### src/rtl/updn_cnt_sequencer.sv
// ---------------------------------------------------------------------------
// updn_cnt_sequencer
//
// Command-driven controller for a WIDTH-bit up/down counter. One command is
// taken at a time over cmd_valid/cmd_ready. The block drives the counter's
// load, direction and enable pins and watches cnt_q to know when to stop.
//
// Commands (cmd_op):
//   00 NOP    - consumed, done pulses the next cycle
//   01 LOAD   - one-cycle parallel load of cmd_a
//   10 RUN_TO - count toward cmd_a until cnt_q == cmd_a
//   11 SWEEP  - load cmd_a, then bounce a->b->a cmd_reps times
//               (rejected with err when cmd_a >= cmd_b)
//
// Handshake: a command transfers on a rising edge where cmd_valid && cmd_ready.
// cmd_ready is high only in IDLE; cmd_a/cmd_b/cmd_reps are captured on that edge.
// The source may hold or drop cmd_valid freely while cmd_ready is low.
//
// Ports:
//   clk, rst_      clock (rising edge), asynchronous active-low reset
//   cmd_*          command interface (see above)
//   abort          drops the current command at the next edge (ignored in IDLE)
//   cnt_q          counter value feedback
//   cnt_data       counter parallel-load data
//   cnt_ld_n       counter load, active low
//   cnt_updn       counter direction, 1 = up
//   cnt_enb        counter count enable
//   busy           high in any non-IDLE state
//   done / err     registered one-cycle completion / rejection pulses
//   state_dbg      current FSM state, for debug and checker binding
// ---------------------------------------------------------------------------
module updn_cnt_sequencer #(
  parameter int WIDTH  = 3,
  parameter int REPS_W = 4
) (
  input  logic              clk,
  input  logic              rst_,
  input  logic              cmd_valid,
  output logic              cmd_ready,
  input  logic [1:0]        cmd_op,
  input  logic [WIDTH-1:0]  cmd_a,
  input  logic [WIDTH-1:0]  cmd_b,
  input  logic [REPS_W-1:0] cmd_reps,
  input  logic              abort,
  input  logic [WIDTH-1:0]  cnt_q,
  output logic [WIDTH-1:0]  cnt_data,
  output logic              cnt_ld_n,
  output logic              cnt_updn,
  output logic              cnt_enb,
  output logic              busy,
  output logic              done,
  output logic              err,
  output logic [2:0]        state_dbg
);

  localparam logic [2:0] S_IDLE  = 3'd0;
  localparam logic [2:0] S_LOAD  = 3'd1;
  localparam logic [2:0] S_RUN   = 3'd2;
  localparam logic [2:0] S_SLOAD = 3'd3;
  localparam logic [2:0] S_SUP   = 3'd4;
  localparam logic [2:0] S_SDN   = 3'd5;

  localparam logic [1:0] OP_NOP   = 2'b00;
  localparam logic [1:0] OP_LOAD  = 2'b01;
  localparam logic [1:0] OP_RUN   = 2'b10;
  localparam logic [1:0] OP_SWEEP = 2'b11;

  localparam logic [REPS_W-1:0] REPS_ONE = {{(REPS_W-1){1'b0}}, 1'b1};

  logic [2:0]        state_q, state_d;
  logic [WIDTH-1:0]  a_q, a_d;
  logic [WIDTH-1:0]  b_q, b_d;
  logic [REPS_W-1:0] reps_q, reps_d;
  logic              done_q, done_d;
  logic              err_q, err_d;

  logic              ld_raw;
  logic              enb_raw;
  logic              abort_act;

  assign abort_act = abort && (state_q != S_IDLE);

  // Next-state and operand logic
  always_comb begin
    state_d = state_q;
    a_d     = a_q;
    b_d     = b_q;
    reps_d  = reps_q;
    done_d  = 1'b0;
    err_d   = 1'b0;

    case (state_q)
      S_IDLE: begin
        if (cmd_valid) begin
          a_d    = cmd_a;
          b_d    = cmd_b;
          reps_d = cmd_reps;
          case (cmd_op)
            OP_NOP:  done_d  = 1'b1;
            OP_LOAD: state_d = S_LOAD;
            OP_RUN:  state_d = S_RUN;
            OP_SWEEP: begin
              // An empty or inverted sweep range is rejected before any
              // counter activity.
              if (cmd_a >= cmd_b) err_d   = 1'b1;
              else                state_d = S_SLOAD;
            end
            default: state_d = S_IDLE;
          endcase
        end
      end

      S_LOAD: begin
        state_d = S_IDLE;
        done_d  = 1'b1;
      end

      S_RUN: begin
        if (cnt_q == a_q) begin
          state_d = S_IDLE;
          done_d  = 1'b1;
        end
      end

      S_SLOAD: begin
        if (reps_q == '0) begin
          state_d = S_IDLE;
          done_d  = 1'b1;
        end else begin
          state_d = S_SUP;
        end
      end

      S_SUP: begin
        // The cycle spent at the high bound with enable low is the turnaround.
        if (cnt_q == b_q) state_d = S_SDN;
      end

      S_SDN: begin
        if (cnt_q == a_q) begin
          reps_d = reps_q - REPS_ONE;
          if (reps_q == REPS_ONE) begin
            state_d = S_IDLE;
            done_d  = 1'b1;
          end else begin
            state_d = S_SUP;
          end
        end
      end

      default: state_d = S_IDLE;
    endcase

    // Abort wins over any completion decided in the same cycle.
    if (abort_act) begin
      state_d = S_IDLE;
      reps_d  = reps_q;
      done_d  = 1'b0;
      err_d   = 1'b0;
    end
  end

  always_ff @(posedge clk or negedge rst_) begin
    if (!rst_) begin
      state_q <= S_IDLE;
      a_q     <= '0;
      b_q     <= '0;
      reps_q  <= '0;
      done_q  <= 1'b0;
      err_q   <= 1'b0;
    end else begin
      state_q <= state_d;
      a_q     <= a_d;
      b_q     <= b_d;
      reps_q  <= reps_d;
      done_q  <= done_d;
      err_q   <= err_d;
    end
  end

  // Counter drive: combinational from state, operands and feedback. Enables
  // drop as soon as cnt_q sits on the active bound, so the counter never
  // steps past a target.
  always_comb begin
    ld_raw   = 1'b0;
    enb_raw  = 1'b0;
    cnt_updn = 1'b0;
    case (state_q)
      S_LOAD, S_SLOAD: ld_raw = 1'b1;
      S_RUN: begin
        cnt_updn = (a_q > cnt_q);
        enb_raw  = (cnt_q != a_q);
      end
      S_SUP: begin
        cnt_updn = 1'b1;
        enb_raw  = (cnt_q != b_q);
      end
      S_SDN: begin
        cnt_updn = 1'b0;
        enb_raw  = (cnt_q != a_q);
      end
      default: begin
        ld_raw   = 1'b0;
        enb_raw  = 1'b0;
        cnt_updn = 1'b0;
      end
    endcase
  end

  assign cnt_ld_n  = !(ld_raw && !abort_act);
  assign cnt_enb   = enb_raw && !abort_act;
  assign cnt_data  = ld_raw ? a_q : '0;

  assign cmd_ready = (state_q == S_IDLE);
  assign busy      = (state_q != S_IDLE);
  assign done      = done_q;
  assign err       = err_q;
  assign state_dbg = state_q;

endmodule
### config.mk
export PLATFORM = sky130hd
export DESIGN_NAME = updn_cnt_sequencer
export DESIGN_NICKNAME = d
export VERILOG_FILES = /design/src/rtl/updn_cnt_sequencer.sv
export SDC_FILE = /design/constraint.sdc
export NUM_CORES = 1
export LEC_CHECK = 0
export CAP_MARGIN = 20
export CORE_MARGIN = 4
export CORE_UTILIZATION = 42
export CTS_CLUSTER_DIAMETER = 40
export CTS_CLUSTER_SIZE = 40
export DETAILED_ROUTE_END_ITERATION = 6
export GPL_ROUTABILITY_DRIVEN = 0
export PLACE_DENSITY = 0.78
export SLEW_MARGIN = 25
export SYNTH_ARGS = -nofsm -noshare
export SYNTH_HDL_FRONTEND = slang
export SYNTH_SLANG_ARGS = --single-unit
### constraint.sdc
create_clock -name clk -period 1.6 [get_ports clk]
set_input_delay 0.4 -clock clk [delete_from_list [all_inputs] [get_ports clk]]
set_output_delay 0.4 -clock clk [all_outputs]
set_load 0.02 [all_outputs]
Yosys cells after proc, flatten, opt, wreduce, memory -nomap -nowiden
Index checks and enable logic that the tools add are counted.
Widths: inputs -> output; s select.

cells by class
  multiply operators = 0
  order comparisons = 2
  equal/unequal tests = 21
  divide/modulo/power cells = 0
  reduce and logical (&&, ||, !) cells = 15
  bitwise gates (word level) = 1
  shift operators = 0
  muxes and demuxes = 30
  add/subtract/negate cells = 1

operators by type and width
  cell                 number
  $mux 3               9
  $pmux 3 s5           1
  $mux 1               13
  $ne 3x3->1 const B   3
  $pmux 3 s3           1
  $mux 4               2
  $pmux 4 s2           1
  $eq 3x2->1 const B   2
  $eq 3x3->1           2
  $eq 3x3->1 const B   2
  $ne 3x3->1           2
  $reduce_and 6->1     1
  $ne 5x1->1 const B   1
  $pmux 1 s5           1
  $eq 2x2->1 const B   2
  $eq 4x1->1 const B   1
  $logic_not 4->1      1
  $ne 2x2->1 const B   2
  $ne 4x4->1 const B   1
  $pmux 1 s2           2
  $reduce_and 4->1     1
  $reduce_or 2->1      2
  $sub 4x1->4 const B  1
  $eq 3x1->1 const B   1
  12 further kinds     15

word-level totals
  bits of input ports = 19
  latch bits = 0
  flip-flop bits (word level) = 15
  word-level logic and storage cells = 76
  bits in read-only memories = 0
  output and inout bits = 13
  memories kept = 0
  memory bits (writable) = 0

Logic depth before layout (Yosys ltp)
  word-level depth = 6
  mapped depth = 6
  gate-level depth less buffers = 6

Least setup slack after synthesis
Ideal clock, no wire load.

  kind = input port to output port
  start = in cnt_q[2]
  end = out cnt_enb
  buffers on the path = 0
  data arrival time = 1.474 ns
  path slack = -0.274 ns
  data required time = 1.200 ns
  cell stages on the path = 6
  path through = inv_1 -> ha_1 -> nand4_1 -> o41a_1 -> nand2b_1 -> a21oi_1

on the way
  longest elaborated chain between the ends = 3
  elaborated cells on any way between the ends = 4
  those cells by class = 2 x eq/ne; 1 x mux; 1 x reduce/logical

ends and longest elaborated chain
  item                           RTL line       text
  from (decl)                    45             input logic [WIDTH-1:0] cnt_q,
  $ne 3x3->1 (on tied branches)  192, 200, 196
  $pmux 1 s2 (*)                 188            case (state_q)
  $logic_and 1x1->1 (*)          211            assign cnt_enb = enb_raw && !abort_act;
  to (decl)                      49             output logic cnt_enb,

Every way passes the cells marked *; elsewhere a longest branch is shown, timed or not.

Final worst setup path
  start = reg a_q[1]
  end = out cnt_updn

on the way
  longest elaborated chain between the ends = 2

ends and longest elaborated chain
  item                    RTL line  text
  from (decl)             71        logic [WIDTH-1:0] a_q, a_d;
  from (signal assigned)  166       a_q <= '0;
  from (signal assigned)  173       a_q <= a_d;
  $gt 3x3->1              191       cnt_updn = (a_q > cnt_q);
  $pmux 1 s2              188
  to (decl)               48        output logic cnt_updn,

No other way between the ends.

==> impl_metrics.csv <==
group,metric,value,unit
status,status,"finished, violations left",
status,violations,"negative setup slack",
run,cap_violations,0,
grt,grt_pass1_wl,6023,um
yosys,synthFlopType,"dfrtp_1",
die,dieArea,3556,sq um
clock_tree,clk-insertion-delay-late,290,ps
cells_and_area,nets,224,
yosys,ys_ff_latch,15,
pwr,p_clk_frac,0.063,
routing,drc,0,
worst_setup_path,critical_path_class,"register to primary output",
yosys,syn_inst,124,
grt,antenna_found_initial,0,
yosys,synth_cell_type_count,46,
die,num_rows,18,
yosys,synth_fa_ha_area_frac,0.08939,
worst_setup_path,required,1200,ps
yosys,synth_top_family_by_area,"simple AND/OR/NAND/NOR gates",
worst_setup_path,reg2reg_slack,-150,ps
pwr,leakage,0.0009609,uW
yosys,synth_edf_count,0,
yosys,seq_area_frac_synth,0.3352,
clock_tree,tritoncts,"yes",
pwr,irDropWorstVdd,1.485,mV
worst_setup_path,timing.critical_path.from_type,"register",
routing,drtPass1Iterations,4,
routing,wl_per_cell,18.24,um
cells_and_area,drive_gt1_frac,0.4796,
yosys,synth_compound_gate_area_share,0.1911,
routing,dr.first_iter.drc_count,59,
clock_tree,cts_buffer_depth,2,
cells_and_area,antenna_cells,0,
pwr,pwr_density_cell,1840,nW/um^2
grt,grt_pass1_vias,1336,
timing,final-hold-violation-count,0,
yosys,synthTopCellsByArea,"dfrtp_1, ha_1, mux2_1, inv_1, nand2_1",
timing,layout_setup_ws,-482.4,ps
placement,pre_cts_slack,-1252,ps
yosys,synth_xor_area_frac,0.02346,
die,die_w,59.64,um
timing,fin_crit_sh,1.301,
die,die_y,59.64,um
yosys,synthMuxAreaShare,0.06034,
timing,period_minus_slack,2082,ps
timing,skew,3.140,ps
pwr,power_frac_seq,0.197,
grt,grt_max_degree,17,
routing,wl,4122,um
clock_tree,cts_max_level,1,
die,fp.coreArea,2500,sq um
yosys,syn_area,1120,sq um
yosys,yosys.area_share.simple,0.2291,
cells_and_area,syn2layout_area_growth,78.66,%
cells_and_area,utilization,0.8003,
timing,hold_slack,419.8,ps
timing,finalMaxSlewViolations,0,
worst_setup_path,cp-end-kind,"primary output",
pwr,p_int,2150,uW
grt,overflow,0,
timing,rsz0062_at_grt,"yes",
pwr,power.total,3681,uW
routing,num_vias,1287,
grt,track_usage,0.2239,
cells_and_area,final_cells,226,
clock_tree,path_clk_slew,100,ps
routing,via_per_inst,5.695,
yosys,ys_warn_count,0,
worst_setup_path,path_max_fanout,4,
timing,slew_headroom,0.7932,
placement,io_buffer_count,31,
pwr,p_sw,1531,uW
pwr,p_comb_frac,0.740,
clock_tree,clockRootBuffer,"clkbuf_4",
placement,dp_hpwl,2459,um
yosys,async_flop_share,1.000,
timing,finalSetupViolations,23,
pwr,swShare,0.4159,
yosys,synth.top_cell.area_share,0.3352,
clock_tree,cts.sinks,15,
worst_hold_path,hold_class,"input port to async pin",
placement,dp_cells,210,
yosys,avgSynthCellArea,9.031,sq um
clock_tree,numCtsBuffers,3,
worst_setup_path,arrival,1680,ps
die,ios,32,
timing,max_freq,480.2,MHz
yosys,synth_fp_nets,151,
die,initial_core_util,0.4479,
timing,tightestPinTransition,307.9,ps
clock_tree,cts_hold_buffers,0,
routing,antenna_left,0,
yosys,yosysTopAreaCell,"dfrtp_1",
==> layout make-up <==
type / instances / area [sq um]
Clock inverter: 1 / 5.005
Inverter: 11 / 48.80
Tap cell: 30 / 37.54
Clock buffer: 3 / 22.52
Sequential cell: 15 / 377.9
Timing Repair Buffer: 73 / 680.7
Fill cell: 138 / 499.2
Multi-Input combinational cell: 93 / 828.3
==> power groups by stage <==
stage	logic (uW)	registers (uW)	clock network, uW
6_report	2720	726	231
5_1_grt	2870	743	256
2_1_floorplan	1140	730	0
3_5_place_dp	2110	719	0
4_1_cts	2480	705	226
3_3_place_gp	2040	708	0
==> final timing paths <==
path	from	cells past startpoint	endpoint
min reg2reg	reps_q[1]$_DFFE_PN0P_	1	reps_q[1]$_DFFE_PN0P_
min in group clk	reps_q[1]$_DFFE_PN0P_	1	reps_q[1]$_DFFE_PN0P_
max in group asynchronous	rst_	2	state_dbg[0]$_DFFE_PN0P_
min	rst_	2	reps_q[0]$_DFFE_PN0P_
max	a_q[1]$_DFFE_PN0P_	6	cnt_updn
max reg2reg	state_dbg[0]$_DFFE_PN0P_	7	b_q[0]$_DFFE_PN0P_
==> routing by layer <==
metal / vias up / wire [um] / GRT usage / part of all wire
met5: - / 0 / 0 / 0
met4: 0 / 106 / 0.05380 / 0.026
met3: 14 / 263 / 0.04793 / 0.064
met2: 59 / 2050 / 0.3822 / 0.50
met1: 623 / 1702 / 0.2872 / 0.41
li1: 591 / - / - / -
==> cell usage after synthesis (all sizes together), types with 5 or more instances <==
cell type and number:
nor3 5, nand2 10, dfrtp 15, mux2 6
inv 11, nor2 9, ha 8, o21ai 6
nand3 5
==> timing repair <==
item                                    4_1_cts  5_1_grt
setup buffers                                12        2
endpoints found under the setup margin       27       25
gates resized for setup                      88       18
pin swaps                                    14       10
==> sequential cells by signal (all words and copies together) (netlist names) <==
register and count:
a_q 3, reps_q 4, err 1, state_dbg 3
done 1, b_q 3
==> layout by cell type, fill, tap and decap left out, drive strengths merged, types with 2 or more instances in the layout <==
cell type / synthesis / routed
buf: 4 / 53
dfrtp: 15 / 15
clkdlybuf4s50: 0 / 14
inv: 11 / 11
nand2: 10 / 10
nor2: 9 / 9
ha: 8 / 8
mux2: 6 / 6
o21ai: 6 / 6
nand3: 5 / 5
dlygate4sd2: 0 / 5
nor3: 5 / 5
and2: 4 / 4
clkbuf: 1 / 4
nor2b: 4 / 4
a21oi: 4 / 4
xor2: 3 / 3
nand2b: 2 / 2
nor3b: 2 / 2
a2bb2oi: 2 / 2
a32oi: 2 / 2
==> critical path: stages (launching register included) <==
cell	delay, ps
dfrtp_1	430
ha_4	290
nor2b_4	130
o21a_1	140
o2111ai_2	110
a21oi_2	140
buf_4	150
==> kinds of logic after synthesis <==
family	after synthesis
mux	6
buf+inv	16
compound gates	28
flops	15
xor+xnor	3
simple gates	48
fa+ha+maj	8
==> per-stage QoR <==
step                      TNS [ps]  instance area, sq um
after global routing         -4797                  2001
after global placement      -10540                  1759
final                        -3653                  2001
after floorplan             -298.7                  1205
after detailed placement    -10610                  1759
after CTS                    -2804                  1938
Power figures use the tool's default switching activity.
